===== src/rtl/led_dimmer_ctrl.sv =====
// Duty-cycle sequencer for the 16-step LED PWM: manual up/down stepping from
// debounced button pulses, or a prescaled breathe ramp 0->15, hold, 15->0, hold.
module led_dimmer_ctrl #(
    parameter int STEP_DIV   = 1000000,
    parameter int DIV_W      = 20,
    parameter int HOLD_STEPS = 8
) (
    input  logic       clk,
    input  logic       reset,
    input  logic       mode,
    input  logic       inc,
    input  logic       dec,
    output logic [3:0] duty_cycle,
    output logic [2:0] state,
    output logic       step
);

    typedef enum logic [2:0] {
        MANUAL  = 3'd0,
        RAMP_UP = 3'd1,
        HOLD_HI = 3'd2,
        RAMP_DN = 3'd3,
        HOLD_LO = 3'd4
    } state_t;

    localparam logic [DIV_W-1:0] DIV_LAST  = DIV_W'(STEP_DIV - 1);
    localparam logic [7:0]       HOLD_LAST = 8'(HOLD_STEPS - 1);

    // Kept as a plain vector so codes 5-7 are representable and recoverable.
    logic [2:0]       state_r;
    state_t           state_nx;
    logic [3:0]       duty_r;
    logic [3:0]       duty_nx;
    logic [DIV_W-1:0] pre_r;
    logic [DIV_W-1:0] pre_nx;
    logic [7:0]       hold_r;
    logic [7:0]       hold_nx;
    logic             in_breathe;
    logic             tick;

    function automatic logic [3:0] sat_inc(input logic [3:0] d);
        return (d == 4'd15) ? d : d + 4'd1;
    endfunction

    function automatic logic [3:0] sat_dec(input logic [3:0] d);
        return (d == 4'd0) ? d : d - 4'd1;
    endfunction

    assign in_breathe = (state_r >= RAMP_UP) && (state_r <= HOLD_LO);
    assign tick       = in_breathe && (pre_r == DIV_LAST);

    assign step       = tick;
    assign duty_cycle = duty_r;
    assign state      = state_r;

    always_comb begin
        state_nx = MANUAL;
        duty_nx  = duty_r;
        pre_nx   = '0;
        hold_nx  = '0;

        // Prescaler and hold counter only survive while breathe mode is held.
        if (in_breathe && mode) begin
            pre_nx  = tick ? '0 : pre_r + DIV_W'(1);
            hold_nx = hold_r;
        end

        case (state_r)
            MANUAL: begin
                if (mode) begin
                    state_nx = RAMP_UP;
                end else if (inc && !dec) begin
                    duty_nx = sat_inc(duty_r);
                end else if (dec && !inc) begin
                    duty_nx = sat_dec(duty_r);
                end
            end

            RAMP_UP: begin
                if (mode) begin
                    state_nx = RAMP_UP;
                    if (tick) begin
                        if (duty_r == 4'd15) begin
                            state_nx = HOLD_HI;
                            hold_nx  = '0;
                        end else begin
                            duty_nx = sat_inc(duty_r);
                        end
                    end
                end
            end

            HOLD_HI: begin
                if (mode) begin
                    state_nx = HOLD_HI;
                    if (tick) begin
                        if (hold_r == HOLD_LAST) begin
                            state_nx = RAMP_DN;
                            hold_nx  = '0;
                        end else begin
                            hold_nx = hold_r + 8'd1;
                        end
                    end
                end
            end

            RAMP_DN: begin
                if (mode) begin
                    state_nx = RAMP_DN;
                    if (tick) begin
                        if (duty_r == 4'd0) begin
                            state_nx = HOLD_LO;
                            hold_nx  = '0;
                        end else begin
                            duty_nx = sat_dec(duty_r);
                        end
                    end
                end
            end

            HOLD_LO: begin
                if (mode) begin
                    state_nx = HOLD_LO;
                    if (tick) begin
                        if (hold_r == HOLD_LAST) begin
                            state_nx = RAMP_UP;
                            hold_nx  = '0;
                        end else begin
                            hold_nx = hold_r + 8'd1;
                        end
                    end
                end
            end

            default: begin
                state_nx = MANUAL;
            end
        endcase
    end

    always_ff @(posedge clk) begin
        if (reset) begin
            state_r <= MANUAL;
            duty_r  <= '0;
            pre_r   <= '0;
            hold_r  <= '0;
        end else begin
            state_r <= state_nx;
            duty_r  <= duty_nx;
            pre_r   <= pre_nx;
            hold_r  <= hold_nx;
        end
    end

endmodule


===== config.mk =====
export PLATFORM = sky130hd
export DESIGN_NAME = led_dimmer_ctrl
export DESIGN_NICKNAME = d
export VERILOG_FILES = /design/src/rtl/led_dimmer_ctrl.sv
export SDC_FILE = /design/constraint.sdc
export NUM_CORES = 1
export LEC_CHECK = 0
export CAP_MARGIN = 10
export CORE_AREA = 2 2 76 78
export CTS_BUF_LIST = sky130_fd_sc_hd__clkbuf_8
export DETAILED_ROUTE_END_ITERATION = 6
export DIE_AREA = 0 0 78 80
export SYNTH_ARGS = -nofsm -noshare
export SYNTH_HDL_FRONTEND = slang
export SYNTH_SLANG_ARGS = --single-unit

===== constraint.sdc =====
create_clock -name clk -period 2.2 [get_ports clk]
set_input_delay 0.55 -clock clk [delete_from_list [all_inputs] [get_ports clk]]
set_output_delay 0.55 -clock clk [all_outputs]
set_load 0.05 [all_outputs]

* Word level (Yosys, flattened, before mapping)
Cells that the tools add are included.
** Storage, ports and cells
- Register bits after elaboration :: 35
- Output and inout port bits :: 8
- Logic and storage cells :: 72
- Input bits :: 5
** Cells by class
- Bitwise operators :: 1
- $add $sub $neg :: 4
- Eq/ne operators :: 13
- Multiplexer cells :: 35
- Reduce and logical (&&, ||, !) cells :: 13
- $lt $le $gt $ge :: 2
** Operator list (count)
- two-way mux 8 bit :: 10
- two-way mux 4 bit :: 9
- one-hot mux 8 bit (3 select lines) :: 1
- adder 20 x 1 -> 20 bit, second input constant :: 1
- equality test 20 bit, second input constant :: 1
- two-way mux 3 bit :: 6
- one-hot mux 3 bit (5 select lines) :: 1
- one-hot mux 4 bit (3 select lines) :: 1
- != test 2 bit, second input constant :: 5
- adder 8 x 1 -> 8 bit, second input constant :: 1
- equality test 8 x 3 -> 1 bit, second input constant :: 1
- two-way mux 2 bit :: 4
- AND reduction 7 bit :: 1
- equality test 3 x 2 -> 1 bit, second input constant :: 2
- logical AND 1 bit :: 5
- adder 4 x 1 -> 4 bit, second input constant :: 1
- equality test 4 bit, second input constant :: 1
- zero test 4 bit :: 1
- subtractor 4 x 1 -> 4 bit, second input constant :: 1
- equality test 3 x 1 -> 1 bit, second input constant :: 1
- equality test 3 bit, second input constant :: 1
- >= comparator 3 x 1 -> 1 bit, second input constant :: 1
- <= comparator 3 bit, second input constant :: 1
- zero test 3 bit :: 1
- 7 further kinds :: 10

* Longest topological paths before layout
Gate-level depths: netlist of the first run.
- Word-level depth :: 8
- Gate-level depth with buffers :: 8
- Gate-level depth less buffers :: 7

* Least setup slack after synthesis of the first run
No wires, ideal clock.
- Path type :: reg2out
- Start :: register state_r[1] (netlist: state[1])
- End :: output step
- Cell stages (with the launch flop) :: 6
- Buffers on the path :: 1
- Data required time :: 1650 ps
- Setup slack :: -184 ps
- Data arrival time :: 1834 ps
- Path through :: dfxtp_1 -> clkbuf_1 -> nor2_1 -> xnor2_1 -> nand3_1 -> inv_1
** Between the ends
- Cells in the longest elaborated chain, start to end :: 3
- Elaborated cells between the ends (all ways) :: 4
- Classes of those cells :: 2 x order compare; 2 x reduce/logical
** RTL lines
- start, declared :: line 30 : logic [2:0] state_r;
- start signal, assigned :: line 148 : state_r <= state_nx;
- >= comparator 3 x 1 -> 1 bit or <= comparator 3 bit (tied branches) :: line 49 : assign in_breathe = (state_r >= RAMP_UP) && (state_r <= HOLD_LO);
- logical AND 1 bit (*) :: line 49
- logical AND 1 bit (*) :: line 50 : assign tick = in_breathe && (pre_r == DIV_LAST);
- end, declared :: line 15 : output logic step
Every way passes the cells marked *; elsewhere a longest branch is shown, timed or not.

* Worst setup path in the final report of the first run
- Start :: register pre_r[0]
- End :: output step
** Between the ends
- Cells in the longest elaborated chain, start to end :: 2
** RTL lines
- start, declared :: line 34 : logic [DIV_W-1:0] pre_r;
- start signal, assigned :: line 150 : pre_r <= pre_nx;
- equality test 20 bit :: line 50
- logical AND 1 bit :: line 50
Every way passes these cells.

==> reports/results.ini, run 1 <==
[run_status]
outcome = complete, no violations

[clocking]
holdBufCountCts = 0
numClockSinks = 35
cts_root_buf = clkbuf_8
cts_buffers = 5
clkTransAtPathRegs_ns = 0.07
cts_tree = done
h-tree-depth = 2
cts.path.max_buffers = 2
clk_latency_ns = 0.29

[global_route]
overflow = 0
track_usage_pct = 16.8
grt_pass1_vias = 1766
grt_max_degree = 21
grt_pass1_wl_um = 8360
antenna_found_initial = 0

[timing]
max_freq_mhz = 473
clock_skew_ns = 0.00831
slew_headroom_pct = 66.1
rsz0062_at_grt = true
finalHoldViolCount = 0
setup_tns_ns = 0
finalCriticalPeriod_ns = 2.11
worstMarginPinSlew_ns = 0.508
period_share_pct = 96.0
drv_slew = 0
setup_viol = 0

[cells_and_area]
num-fill-cells = 539
drive_gt1_share_pct = 23.0
final_cell_mix = nor2_1, dfxtp_1, buf_4
finalInstanceArea_um2 = 2670
fin_nets = 300
num_antenna_cells = 0
area_growth_pct = 26.5
layout_commonest_cell = nor2_1

[pwr]
power_frac_comb_pct = 11.7
switching_share_pct = 25.4
intPower_uw = 990
seq_power_share_pct = 49.2
power_density_nw_per_um2 = 496
p_leak_nw = 1.01
peakVddDrop_mv = 0.351
p_clk_share_pct = 39.1
switchingPower_uw = 336

[synthesis]
syn_area_um2 = 2110
synth-seq-area-share_pct = 33.2
yosysWarningCount = 0
synth_seq_cells = 35
async_flop_share_pct = 0
synth_edf_count = 0
synthFlopType = dfxtp_1
synth_nets = 262
synth_area_per_cell_um2 = 8.39
synth_cell_types = 51
synthCells = 252

[flow_run]
drv_cap = 0

[setup_path]
critPathCaptureType = output pin
required_ns = 1.65
cp_max_fo = 5
critPathLaunchType = flop
crit_type = reg2out
arrival_ns = 1.56

[drt]
wl_met2_um = 2270
routed_wirelength_um = 4880
wl_per_cell_um = 13.4
m1WireLength_um = 2400
met3_length_um = 151
highest_layer = met4
dr.pass1.iters = 4
drt_iter0_markers = 130
ant_nets = 0
vias = 1938
viasPerCell = 5.34
post-route-drc-count = 0

[placed_design]
dpl-instance-area_um2 = 2460
port_buffers = 12
dp_hpwl_um = 3430
gp_congestion = 0.819

[die]
initial_core_util_pct = 39.1
fp.dieW_um = 78
dieArea_um2 = 6240
pin_count = 13
core_region_area_um2 = 5410
die_h_um = 80
rows = 27

[worst_hold_path]
min_path_type = reg2reg

## synth_stat cells (all sizes together), types with 3 or more instances
master  count  area, um2
and3        7       43.8
xnor2      10       87.6
mux2i       3       30.0
or2         4       25.0
nor3        4       20.0
nand2b      4       25.0
nor4        7       58.8
nor3b       4       30.0
clkbuf      4       18.8
nand3      15       80.1
buf         5       48.8
o21ai      10       50.1
nor2b       3       18.8
or3         4       25.0
nand2      20       75.1
and4        7       61.3
a211o       5       45.0
dfxtp      35        701
ha          5       62.6
nor2       30        113
inv         7       26.3
nand4       9       56.3
a21o        4       31.3
or4         3       22.5
a21oi       9       45.0
xor2       10       87.6
## worst max-delay path, cell delays in order, from the launching register on
cell and delay [ns]:
dfxtp_2 0.37, ha_4 0.15, and4_4 0.23, and2_4 0.18, nand3_2 0.11, clkinvlp_4 0.11, buf_12 0.13
## state kept, by name (all words and copies together), names as in the netlist
| register | count |
|---|---|
| duty_cycle | 4 |
| hold_r | 8 |
| pre_r | 20 |
| state | 3 |
## worst paths after layout
| check | to | cells after the start | slack, ns | startpoint |
|---|---|---|---|---|
| setup / recovery | step | 6 | 0.09 | pre_r[0] |
| hold / removal | pre_r[0] | 1 | 0.46 | pre_r[0] |
| setup reg to reg | duty_cycle[0] | 6 | 0.10 | pre_r[6] |
| hold reg to reg | pre_r[0] | 1 | 0.46 | pre_r[0] |
## through the flow
step	cells	total power, mW	setup slack (ns)	utilization (%)	hold WS, ns
finish	363	1.33	0.0876	49.4	0.457
global route	363	1.38	-0.0258	49.4	0.499
CTS	361	1.34	0.00873	47.9	0.439
detailed placement	352	0.819	-0.170	45.5	0.467
global placement	352	0.818	-0.117	45.5	0.446
floorplan	252	0.758	0.0219	-	0.430
## cell families after synthesis
| logic type | count (synthesis) | share of synthesized area [%] |
|---|---|---|
| DFF | 35 | 33.2 |
| adders and majority gates | 5 | 2.96 |
| and+or+nand+nor | 128 | 34.0 |
| xor gates and xnor gates | 20 | 8.29 |
| AOI/OAI and AO/OA | 45 | 15.7 |
| muxes | 3 | 1.42 |
| buffers and inverters | 16 | 4.44 |
## layer usage
layer | GRT usage (%) | vias up
met5 | 0 | -
met4 | 5.26 | 0
met3 | 3.85 | 5
met2 | 27.3 | 25
met1 | 22.1 | 912
li1 | - | 996
## timing repair
action,4_1_cts,5_1_grt
pin swaps,1,4
cloned,0,0
hold endpoints to repair,0,0
resized for setup,9,14
endpoints found under the setup margin,1,17
buffers inserted,1,3
## area by class of cell
class	instances	area [um2]	area share, %
inverters	7	30.0	1.12
clock inverters	1	3.75	0.140
well taps	72	90.1	3.37
multi-input cells	201	1400	52.2
flip-flops and latches	35	708	26.5
repair buffers	40	348	13.0
clock buffers	7	96.3	3.60
## power groups by stage
stage               registers, mW  clock network (mW)  logic [mW]
CTS                         0.652               0.530       0.153
global route                0.654               0.562       0.169
floorplan                   0.683                   0      0.0750
global placement            0.666                   0       0.152
finish                      0.652               0.519       0.155
detailed placement          0.667                   0       0.152
No activity file was read; power rests on OpenSTA's default activity.
==> inputs of run 2 (changes only) <==
SETUP_SLACK_MARGIN = 0.5   (was unset)
==> run 2 against run 1 <==
Sequential cell count did not move. Fmax fell by 0.19%. Combinational power rose by 25%. Sequential power fell by 1%. Largest cell class unchanged. Largest power group unchanged. Via count rose by 7.6%. Critical path depth fell by 1. Clock-buffer cell count fell by 1.
==> reports/results.ini, run 2 (synthesis results as in run 1) <==
[timing]
slew_headroom_pct = 71.9  ; +5.8 points
rsz0062_at_grt = true
period_share_pct = 96.2  ; +0.19 points
setup_viol = 0  ; unchanged
finalCriticalPeriod_ns = 2.12  ; +0.00412 ns
max_freq_mhz = 472  ; -0.19%
worstMarginPinSlew_ns = 0.420  ; -0.0876 ns
finalWorstSetupSlack_ns = 0.0835  ; -0.00412 ns
clock_skew_ns = 0.00624  ; -0.00207 ns
finalHoldViolCount = 0  ; unchanged
drv_slew = 0  ; unchanged
setup_tns_ns = 0  ; unchanged

[global_route]
grt_pass1_wl_um = 9190  ; +10%
track_usage_pct = 18.6  ; +1.9 points
grt_pass1_vias = 1911  ; +8.2%
gr-usage-met2_pct = 30.6  ; +3.3 points
overflow = 0  ; unchanged
antenna_found_initial = 0  ; unchanged
grt_max_degree = 12  ; -43%
globalRouteMet3Util_pct = 3.96  ; +0.11 points
grt_use_met1_pct = 24.0  ; +1.9 points
globalRoute.busiestLayer = met2

[drt]
routed_wirelength_um = 5450  ; +12%
drt_iter0_markers = 151  ; +16%
vias = 2085  ; +7.6%
wl_per_cell_um = 14.4  ; +6.9%
post-route-drc-count = 0  ; unchanged
dr.pass1.iters = 4  ; unchanged
viasPerCell = 5.50  ; +3.0%
ant_nets = 0  ; unchanged

[die]
initial_core_util_pct = 39.1  ; unchanged
dieArea_um2 = 6240  ; unchanged
core_region_area_um2 = 5410  ; unchanged
die_h_um = 80  ; unchanged
fp.dieW_um = 78  ; unchanged
pin_count = 13  ; unchanged
rows = 27  ; unchanged

[placed_design]
gp_congestion = 0.791  ; -3.4%
dp_hpwl_um = 3480  ; +1.4%
port_buffers = 12  ; unchanged
pre_cts_ws_ns = -0.0819  ; +0.0880 ns

[setup_path]
cp_max_fo = 4  ; -1
critPathLaunchType = flop
cp_cell_sequence = nor4_4 -> and4_4 -> nand3_2 -> clkinvlp_4 -> buf_12
max_stage_delay_ns = 0.36  ; about the same
arrival_ns = 1.57  ; about the same
rrSetupSlack_ns = 0.14  ; +0.04 ns
critPathSlowestCell = dfxtp_4
critPathCaptureType = output pin
crit_type = reg2out
required_ns = 1.65  ; about the same

[flow_run]
drv_cap = 0  ; unchanged

[clocking]
holdBufCountCts = 0  ; unchanged
cts.path.max_buffers = 2  ; unchanged
clk_latency_ns = 0.29  ; about the same
numClockSinks = 35  ; unchanged
h-tree-depth = 2  ; unchanged
cts_tree = done
cts_root_buf = clkbuf_8
clkTransAtPathRegs_ns = 0.07  ; about the same
cts_buffers = 5  ; unchanged

[worst_hold_path]
min_path_type = reg2reg

[cells_and_area]
area_growth_pct = 39.9
top_register = pre_r
drive_gt1_share_pct = 42.0  ; +19 points
num_antenna_cells = 0  ; unchanged
layout_commonest_cell = buf_4
fin_nets = 317  ; +5.7%
largest_reg_flops = 20  ; unchanged
final_cell_mix = buf_4, nand2_1, dfxtp_1

[pwr]
power_density_nw_per_um2 = 445  ; -10%
p_leak_nw = 1.05  ; +3.5%
peakVddDrop_mv = 0.291  ; -17%
p_total_mw = 1.32  ; -0.86%

[run_status]
outcome = complete, no violations

## run 2: timing repair
item	4_1_cts	5_1_grt
pin swaps	31	14
gates resized for setup	56	32
gates cloned	3	0
buffers inserted	21	5
endpoints found under the setup margin	43	40
## run 2: critical path: cells and delay by family (launching register included)
kind / cells / cell delay [ns]
buffers and inverters: 2 / 0.24
DFF: 1 / 0.36
and+or+nand+nor: 3 / 0.67
## run 2: worst paths after layout
kind / startpoint / cells past startpoint / endpoint
worst max-delay path: pre_r[10] / 5 / step
worst min-delay path: hold_r[7] / 1 / hold_r[7]
worst max register to register: pre_r[7] / 7 / hold_r[1]
worst min register to register: hold_r[7] / 1 / hold_r[7]
## run 2: layer usage
metal | wire [um] | vias to the layer above
met5 | 0 | -
met4 | 119 | 0
met3 | 206 | 12
met2 | 2590 | 41
met1 | 2530 | 996
li1 | - | 1036
## run 2: power by group
part	internal (mW)	switching (mW)	total [mW]
logic	0.0879	0.105	0.193
clock network	0.246	0.233	0.478
registers	0.633	0.0109	0.644
## run 2: stage by stage
stage	hold WS (ns)	utilization, %	area [um2]	std cells
after floorplan	0.406	-	2230	252
after global placement	0.422	45.6	2460	343
after detailed placement	0.427	45.6	2460	343
after CTS	0.509	52.7	2850	374
after global routing	0.522	54.7	2960	379
final	0.507	54.7	2960	379
## run 2: final cells by class
class / count / area [um2]
inverter: 7 / 30.0
tap: 72 / 90.1
timing repair buffer: 54 / 470
clock buffer: 6 / 82.6
fill: 508 / 2450
clock inverter: 1 / 5.00
sequential: 35 / 741
multi-input combinational: 204 / 1540
==> inputs of run 3 (changes only) <==
ABC_CLOCK_PERIOD_IN_PS = 2200   (was unset)
SETUP_SLACK_MARGIN = unset   (was 0.5)
==> results of run 3 <==
The final DEF is identical to that of run 1; final timing and power are the same.
